## src/rtl/decode_stage_pkg.sv

```systemverilog
// Shared constants for the RV32I decode stage: opcodes, funct fields, ALU
// operation codes and the small decode helpers used by decode_stage and imm_gen.
package decode_stage_pkg;

    localparam logic [6:0] OPC_OP     = 7'b0110011;
    localparam logic [6:0] OPC_OP_IMM = 7'b0010011;

    localparam logic [6:0] F7_BASE = 7'b0000000;
    localparam logic [6:0] F7_ALT  = 7'b0100000;

    typedef enum logic [2:0] {
        F3_ADD_SUB = 3'b000,
        F3_SLL     = 3'b001,
        F3_SLT     = 3'b010,
        F3_SLTU    = 3'b011,
        F3_XOR     = 3'b100,
        F3_SRL_SRA = 3'b101,
        F3_OR      = 3'b110,
        F3_AND     = 3'b111
    } funct3_e;

    // ALU_ILLEGAL sits far from the real codes so the ALU falls into its default arm.
    typedef enum logic [5:0] {
        ALU_ADD     = 6'd0,
        ALU_SUB     = 6'd1,
        ALU_SLL     = 6'd2,
        ALU_SLT     = 6'd3,
        ALU_SLTU    = 6'd4,
        ALU_XOR     = 6'd5,
        ALU_SRL     = 6'd6,
        ALU_SRA     = 6'd7,
        ALU_OR      = 6'd8,
        ALU_AND     = 6'd9,
        ALU_ADDI    = 6'd10,
        ALU_SLTI    = 6'd11,
        ALU_SLTIU   = 6'd12,
        ALU_XORI    = 6'd13,
        ALU_ORI     = 6'd14,
        ALU_ANDI    = 6'd15,
        ALU_SLLI    = 6'd16,
        ALU_SRLI    = 6'd17,
        ALU_SRAI    = 6'd18,
        ALU_ILLEGAL = 6'h3F
    } alu_op_e;

    // OP-IMM shifts carry a 5-bit shamt instead of a sign-extended immediate.
    function automatic logic is_shift_imm(input logic [31:0] instr);
        return (instr[6:0] == OPC_OP_IMM) &&
               ((instr[14:12] == F3_SLL) || (instr[14:12] == F3_SRL_SRA));
    endfunction

    // funct3 -> op for the register forms whose funct7 must be F7_BASE.
    function automatic alu_op_e op_reg_base(input funct3_e f3);
        case (f3)
            F3_SLL:  return ALU_SLL;
            F3_SLT:  return ALU_SLT;
            F3_SLTU: return ALU_SLTU;
            F3_XOR:  return ALU_XOR;
            F3_OR:   return ALU_OR;
            F3_AND:  return ALU_AND;
            default: return ALU_ILLEGAL;
        endcase
    endfunction

    // funct3 -> op for the immediate forms that ignore instr[31:25].
    function automatic alu_op_e op_imm_plain(input funct3_e f3);
        case (f3)
            F3_ADD_SUB: return ALU_ADDI;
            F3_SLT:     return ALU_SLTI;
            F3_SLTU:    return ALU_SLTIU;
            F3_XOR:     return ALU_XORI;
            F3_OR:      return ALU_ORI;
            F3_AND:     return ALU_ANDI;
            default:    return ALU_ILLEGAL;
        endcase
    endfunction

endpackage

```

## src/rtl/decode_stage_imm_gen.sv

```systemverilog
// Combinational immediate generator: I-type sign-extended immediate, or the
// zero-extended shamt for OP-IMM shifts.
module imm_gen
    import decode_stage_pkg::*;
(
    input  logic [31:0] instr,
    output logic [31:0] imm
);

    always_comb begin
        if (is_shift_imm(instr)) begin
            imm = {27'b0, instr[24:20]};
        end else begin
            imm = {{20{instr[31]}}, instr[31:20]};
        end
    end

endmodule

```

## src/rtl/decode_stage.sv

```systemverilog
// RV32I OP / OP-IMM decode stage with a one-entry valid/ready output register.
// Register-file addresses are combinational; operands and control are registered.
module decode_stage
    import decode_stage_pkg::*;
(
    input  logic        clk,
    input  logic        rst_n,
    input  logic [31:0] instr,
    input  logic        instr_valid,
    output logic        instr_ready,
    output logic [4:0]  rs1_addr,
    output logic [4:0]  rs2_addr,
    input  logic [31:0] rs1_data,
    input  logic [31:0] rs2_data,
    output logic [31:0] a,
    output logic [31:0] b,
    output logic [5:0]  alu_op,
    output logic [4:0]  rd,
    output logic        rd_we,
    output logic        illegal,
    output logic        out_valid,
    input  logic        out_ready
);

    logic [6:0]  opcode;
    logic [6:0]  funct7;
    funct3_e     funct3;
    logic [4:0]  dec_rd;
    logic [31:0] imm;

    alu_op_e     dec_op;
    logic        dec_legal;
    logic [31:0] dec_a;
    logic [31:0] dec_b;
    logic        accept;

    assign opcode   = instr[6:0];
    assign funct3   = funct3_e'(instr[14:12]);
    assign funct7   = instr[31:25];
    assign dec_rd   = instr[11:7];
    assign rs1_addr = instr[19:15];
    assign rs2_addr = instr[24:20];

    imm_gen u_imm_gen (
        .instr (instr),
        .imm   (imm)
    );

    // Handshake depends only on the output register and out_ready, never on instr.
    assign instr_ready = !out_valid || out_ready;
    assign accept      = instr_valid && instr_ready;

    always_comb begin
        // NOTE: defaults first on every path so this block cannot infer a latch.
        dec_op    = ALU_ILLEGAL;
        dec_legal = 1'b0;
        case (opcode)
            OPC_OP: begin
                case (funct3)
                    F3_ADD_SUB: begin
                        if (funct7 == F7_BASE) begin
                            dec_op    = ALU_ADD;
                            dec_legal = 1'b1;
                        end else if (funct7 == F7_ALT) begin
                            dec_op    = ALU_SUB;
                            dec_legal = 1'b1;
                        end
                    end
                    F3_SRL_SRA: begin
                        if (funct7 == F7_BASE) begin
                            dec_op    = ALU_SRL;
                            dec_legal = 1'b1;
                        end else if (funct7 == F7_ALT) begin
                            dec_op    = ALU_SRA;
                            dec_legal = 1'b1;
                        end
                    end
                    default: begin
                        if (funct7 == F7_BASE) begin
                            dec_op    = op_reg_base(funct3);
                            dec_legal = 1'b1;
                        end
                    end
                endcase
            end
            OPC_OP_IMM: begin
                case (funct3)
                    F3_SLL: begin
                        if (funct7 == F7_BASE) begin
                            dec_op    = ALU_SLLI;
                            dec_legal = 1'b1;
                        end
                    end
                    F3_SRL_SRA: begin
                        if (funct7 == F7_BASE) begin
                            dec_op    = ALU_SRLI;
                            dec_legal = 1'b1;
                        end else if (funct7 == F7_ALT) begin
                            dec_op    = ALU_SRAI;
                            dec_legal = 1'b1;
                        end
                    end
                    default: begin
                        dec_op    = op_imm_plain(funct3);
                        dec_legal = 1'b1;
                    end
                endcase
            end
            default: begin
                dec_op    = ALU_ILLEGAL;
                dec_legal = 1'b0;
            end
        endcase
    end

    // Illegal instructions present zero operands so nothing stale reaches the ALU.
    always_comb begin
        dec_a = '0;
        dec_b = '0;
        if (dec_legal) begin
            dec_a = rs1_data;
            dec_b = (opcode == OPC_OP) ? rs2_data : imm;
        end
    end

    // NOTE: synchronous reset lives inside the clocked block; state uses <= only.
    always_ff @(posedge clk) begin
        if (!rst_n) begin
            out_valid <= 1'b0;
            a         <= '0;
            b         <= '0;
            alu_op    <= ALU_ILLEGAL;
            rd        <= '0;
            rd_we     <= 1'b0;
            illegal   <= 1'b0;
        end else if (accept) begin
            out_valid <= 1'b1;
            a         <= dec_a;
            b         <= dec_b;
            alu_op    <= dec_op;
            rd        <= dec_rd;
            rd_we     <= dec_legal && (dec_rd != 5'd0);
            illegal   <= !dec_legal;
        end else if (out_ready) begin
            out_valid <= 1'b0;
        end
    end

endmodule

```

## config.mk

```make
export PLATFORM = sky130hd
export DESIGN_NAME = decode_stage
export DESIGN_NICKNAME = d
export VERILOG_FILES = /design/src/rtl/decode_stage_pkg.sv /design/src/rtl/decode_stage_imm_gen.sv /design/src/rtl/decode_stage.sv
export SDC_FILE = /design/constraint.sdc
export NUM_CORES = 1
export LEC_CHECK = 0
export CORE_ASPECT_RATIO = 2
export CORE_MARGIN = 2
export CORE_UTILIZATION = 40
export DETAILED_ROUTE_END_ITERATION = 8
export GPL_TIMING_DRIVEN = 0
export PLACE_DENSITY = 0.85
export SKIP_CTS_REPAIR_TIMING = 1
export SYNTH_ARGS = -nofsm -noshare
export SYNTH_HDL_FRONTEND = slang
export SYNTH_SLANG_ARGS = --single-unit
```

## constraint.sdc

```tcl
create_clock -name clk -period 3.4 [get_ports clk]
set_input_delay 0.68 -clock clk [delete_from_list [all_inputs] [get_ports clk]]
set_output_delay 0.68 -clock clk [all_outputs]
set_load 0.05 [all_outputs]
```

# Word level (Yosys, flattened, before mapping)
# Cells that the tools add are included.
[word_totals] in_bits=100 wordCells=54 out_inout_bits=89 regBits=78
[op_classes] eq_ne=10 n_mux=25 reduce_logical=12
[op_table] operator="$mux 32" n=4
[op_table] operator="$pmux 6 s6" n=2
[op_table] operator="$mux 6" n=8
[op_table] operator="$pmux 6 s2" n=3
[op_table] operator="$eq 7x6->1 const B" n=2
[op_table] operator="$eq 3x3->1 const B" n=4
[op_table] operator="$eq 7x5->1 const B" n=1
[op_table] operator="$logic_not 7->1" n=1
[op_table] operator="$eq 3x2->1 const B" n=2
[op_table] operator="$mux 1" n=6
[op_table] operator="$reduce_bool 5->1" n=1
[op_table] operator="$pmux 1 s2" n=2
[op_table] operator="$eq 3x1->1 const B" n=1
[op_table] operator="$logic_and 1x1->1" n=3
[op_table] operator="$logic_not 3->1" n=1
[op_table] operator="$logic_not 1->1" n=2
[op_table] operator="$logic_or 1x1->1" n=2
[op_table] operator="$reduce_bool 2->1" n=1
[op_table] operator="$reduce_or 2->1" n=1

# Logic depth before layout (Yosys ltp)
# Gate-level depths: netlist (run 1).
[depth] depth_word=6 mapped_depth=6 depth_no_buf=4

# Hierarchy
# Synthesis (run 1) repeated with hierarchy kept, for this count alone.
[hier_totals] cells_unflattened=342 area_unflattened_um2=3716.1
[by_module_without_submodules] module="decode_stage" cells_per_inst=299 seq_area_each_um2=1561.5 instances=1 area_per_inst_um2=3415.8
[by_module_without_submodules] module="imm_gen" cells_per_inst=43 seq_area_each_um2=0.0 instances=1 area_per_inst_um2=300.3

# Worst setup path after synthesis (run 1)
# OpenSTA, ideal clock, no wires.
[synth_path] kind="in2reg" from="in out_ready" to="reg a[26]" n_path_buf=3 path_slack_ns=0.981 path_stages=6 setup_time_ns=0.117 t_required_ns=3.283 arrival_time_ns=2.302 cell_sequence="nand2b_1 > clkbuf_1 > a21boi_1 > clkbuf_1 > clkbuf_1 > a22o_1"
[synth_between] elab_chain_cells=2
[synth_lines] item="start: declaration" line="decode_stage.sv:22" source="input logic out_ready"
[synth_lines] item="$logic_or 1x1->1" line="decode_stage.sv:50" source="assign instr_ready = !out_valid || out_ready;"
[synth_lines] item="named net instr_ready" line="decode_stage.sv:10" source="output logic instr_ready,"
[synth_lines] item="$logic_and 1x1->1" line="decode_stage.sv:51" source="assign accept = instr_valid && instr_ready;"
[synth_lines] item="end signal: assignment" line="decode_stage.sv:130" source="a <= '0;"
[synth_lines] item="end signal: assignment" line="decode_stage.sv:138" source="a <= dec_a;"
[synth_lines] item="end: declaration" line="decode_stage.sv:15" source="output logic [31:0] a,"
# The timed path passes the listed nets, and every way through them passes these cells.
# A chain may end at the register's enable or synchronous reset.

# Worst setup path after layout (run 1)
[layout_path] from="in out_ready" to="out instr_ready"
[layout_between] elab_chain_cells=1
[layout_lines] item="$logic_or 1x1->1" line="decode_stage.sv:50"
[layout_lines] item="end: declaration" line="decode_stage.sv:10"
# No other way between the ends.

==> results.py, run 1 <==
metrics = {
    "die": {
        "initial_core_util": 0.409,
        "io_pins": 189,
        "die-width_um": 67.2,
        "core_sq_um": 7830,
        "die_h_um": 130,
        "dieArea_sq_um": 8770,
        "rows": 46,
    },
    "worst_setup_path": {
        "crit_required_ns": 2.72,
        "critPathMaxFanout": 10,
        "start_kind": "input pin",
        "r2r-start": "out_valid$_SDFFE_PN0P_",
        "critical_path_arrival_ns": 2.48,
        "setup.worst_path.end_class": "output pin",
        "worstSetupPathType": "input pin to output pin",
        "cp-startpoint": "out_ready",
    },
    "sta": {
        "drv_slew": 0,
        "worstMarginPinSlew_ns": 0.962,
        "finalHoldViolations": 0,
        "slew-limit-headroom": 0.354,
        "fin_skew_ns": 0.00477,
        "setup_viol": 0,
        "min_period_ns": 3.16,
        "period_share": 0.931,
        "grt_setup_unrepaired": "no",
        "fmaxAchievable_mhz": 316,
        "tns_ns": 0,
    },
    "cts": {
        "root_buffer": "clkbuf_16",
        "cts_sinks": 78,
        "clockBufferDepth": 2,
        "clkTransAtPathRegs_ns": 0.06,
        "insertion_delay_ns": 0.33,
        "cts_buffers": 9,
        "htreeDepth": 3,
        "cts_tree": "built",
    },
    "global_route": {
        "grt-ovfl-total": 0,
        "antenna_found_initial": 0,
        "grt_max_degree": 16,
        "grt_pass1_wl_um": 15500,
        "grt_pass1_vias": 2987,
        "grt_use_total": 0.237,
    },
    "yosys": {
        "syn_inst": 300,
        "syn-cell-area_sq_um": 3200,
        "synth-seq-cells": 78,
        "syn_area_per_cell_sq_um": 10.7,
        "yosysSeqAreaShare": 0.488,
        "yosys_most_used_dff": "dfxtp_1",
        "synth-async-reset-ratio": 0,
        "ys_types": 46,
        "synth_fp_nets": 400,
        "synth_edf_count": 0,
        "yosys_warnings": 0,
    },
    "final_layout": {
        "fin_cells": 593,
        "drive_gt1_frac": 0.111,
        "fill_cells": 599,
        "syn_to_final_growth_pct": 71.4,
        "nets": 592,
        "num_antenna_cells": 0,
    },
    "power_and_ir_drop": {
        "irDropWorstVdd_mv": 0.300,
        "powerDensity_nw_per_um2": 428,
        "p_leak_nw": 2.06,
    },
    "route": {
        "initialDrtViolationCount": 174,
        "vias": 3161,
        "drt-pass1-iter-count": 4,
        "drtAntennaViolNets": 0,
        "vias_per_cell": 5.33,
        "drc": 0,
        "wl_per_cell_um": 17.4,
        "routed_wl_um": 10300,
    },
    "placed_design": {
        "dp_hpwl_um": 7640,
        "gp_congestion": 0.867,
        "port_buffers": 181,
        "dp.cells": 577,
    },
    "min_path": {
        "hold_start": "alu_op[5]$_SDFFE_PN1P_",
        "hold_class": "register to register",
    },
    "status": {
        "status": "finished, final reports clean",
    },
    "run": {
        "cap_violations": 0,
    },
}
[cell families (layout without fill, tap and decap cells)]
group / Yosys count / after routing / share of synthesized area
mux: 6 / 6 / 0.0211
compound gates: 109 / 109 / 0.292
simple gates: 63 / 63 / 0.117
buf+inv: 41 / 238 / 0.0731
flops: 78 / 78 / 0.488
xor+xnor: 3 / 3 / 0.00821
[cells in the final DEF (no fill, tap or decap), types with 4 or more instances in the layout]
cell,count
clkdlybuf4s50_1,181
dfxtp_1,78
a22o_1,50
nand2b_1,27
a32o_1,21
buf_4,17
clkbuf_1,11
nand2_1,10
a21boi_0,9
clkbuf_16,9
nand3_1,6
buf_2,6
mux2_2,6
nor2_1,5
inv_1,4
a21oi_1,4
[final cells by class]
class                           count  area [sq um]  share of cell area
Clock inverter                      7           128              0.0233
Multi-Input combinational cell    181          1400               0.256
Sequential cell                    78          1560               0.285
Buffer                             37           219              0.0399
Inverter                            4          15.0             0.00274
Clock buffer                        9           225              0.0411
Timing Repair Buffer              181          1810               0.330
Tap cell                           96           120              0.0219
[worst max-delay path, stage by stage]
cell and delay (ns):
clkdlybuf4s50_1 0.45, nand2b_1 0.13, clkbuf_1 0.34, clkdlybuf4s50_1 0.88
[power breakdown]
group	internal [W]	switching, W	leakage [nW]	total [W]
combinational	0.000161	0.000143	1.25	0.000304
sequential	0.000920	0.00000298	0.630	0.000923
clock	0.000728	0.000394	0.173	0.00112
[per-stage QoR]
stage	hold slack (ns)	power [W]	util	area [sq um]	setup slack (ns)
6_report	0.447	0.00235	0.701	5480	0.236
5_1_grt	0.489	0.00243	0.701	5480	0.115
4_1_cts	0.446	0.00237	0.701	5480	0.219
3_5_place_dp	0.440	0.00124	0.656	5130	0.219
3_3_place_gp	0.432	0.00124	0.656	5130	0.224
2_1_floorplan	0.662	0.00108	-	3200	0.981
[path summary, 6_finish.rpt]
check | cells past startpoint | slack [ns] | end
setup / recovery | 4 | 0.24 | instr_ready
hold / removal | 2 | 0.45 | alu_op[5]$_SDFFE_PN1P_
setup reg to reg | 6 | 1.05 | a[27]$_SDFFE_PN0P_
hold reg to reg | 2 | 0.45 | alu_op[5]$_SDFFE_PN1P_
[synth_stat cells (all sizes together) (5+ instances only)]
library cell,n,area share
a21boi,10,0.023
a22o,50,0.14
a32o,21,0.066
buf,25,0.054
clkbuf,12,0.014
dfxtp,78,0.49
mux2,6,0.021
nand2,10,0.012
nand2b,27,0.053
nand3,6,0.0094
nor2,5,0.0059
[registers in the layout, summed over array words and instances (netlist names)]
register	count
illegal	1
rd	5
rd_we	1
a	32
alu_op	6
out_valid	1
b	32
[routing by layer]
layer	vias up	GRT usage	wire length, um
met5	-	0	0
met1	1441	0.275	3990
met4	0	0.0792	195
li1	1521	-	-
met2	181	0.388	4880
met3	18	0.0985	1260
No activity file was read; power rests on OpenSTA's default activity.
==> run 2, diff against run 1 <==
==> constraint.sdc (replaced) <==
create_clock -name clk -period 3.8 [get_ports clk]
set_input_delay 0.76 -clock clk [delete_from_list [all_inputs] [get_ports clk]]
set_output_delay 0.76 -clock clk [all_outputs]
set_load 0.05 [all_outputs]
==> results of run 2 <==
The final DEF is identical to that of run 1. Status: finished, final reports clean.
Main changes from that run: setup slack after placement 0.219 ns -> 0.459 ns; setup slack after layout 0.236 ns -> 0.476 ns; register-to-register setup slack 1.05 ns -> 1.45 ns; total power 0.00235 W -> 0.00210 W; worst IR drop on VDD 0.300 mV -> 0.269 mV
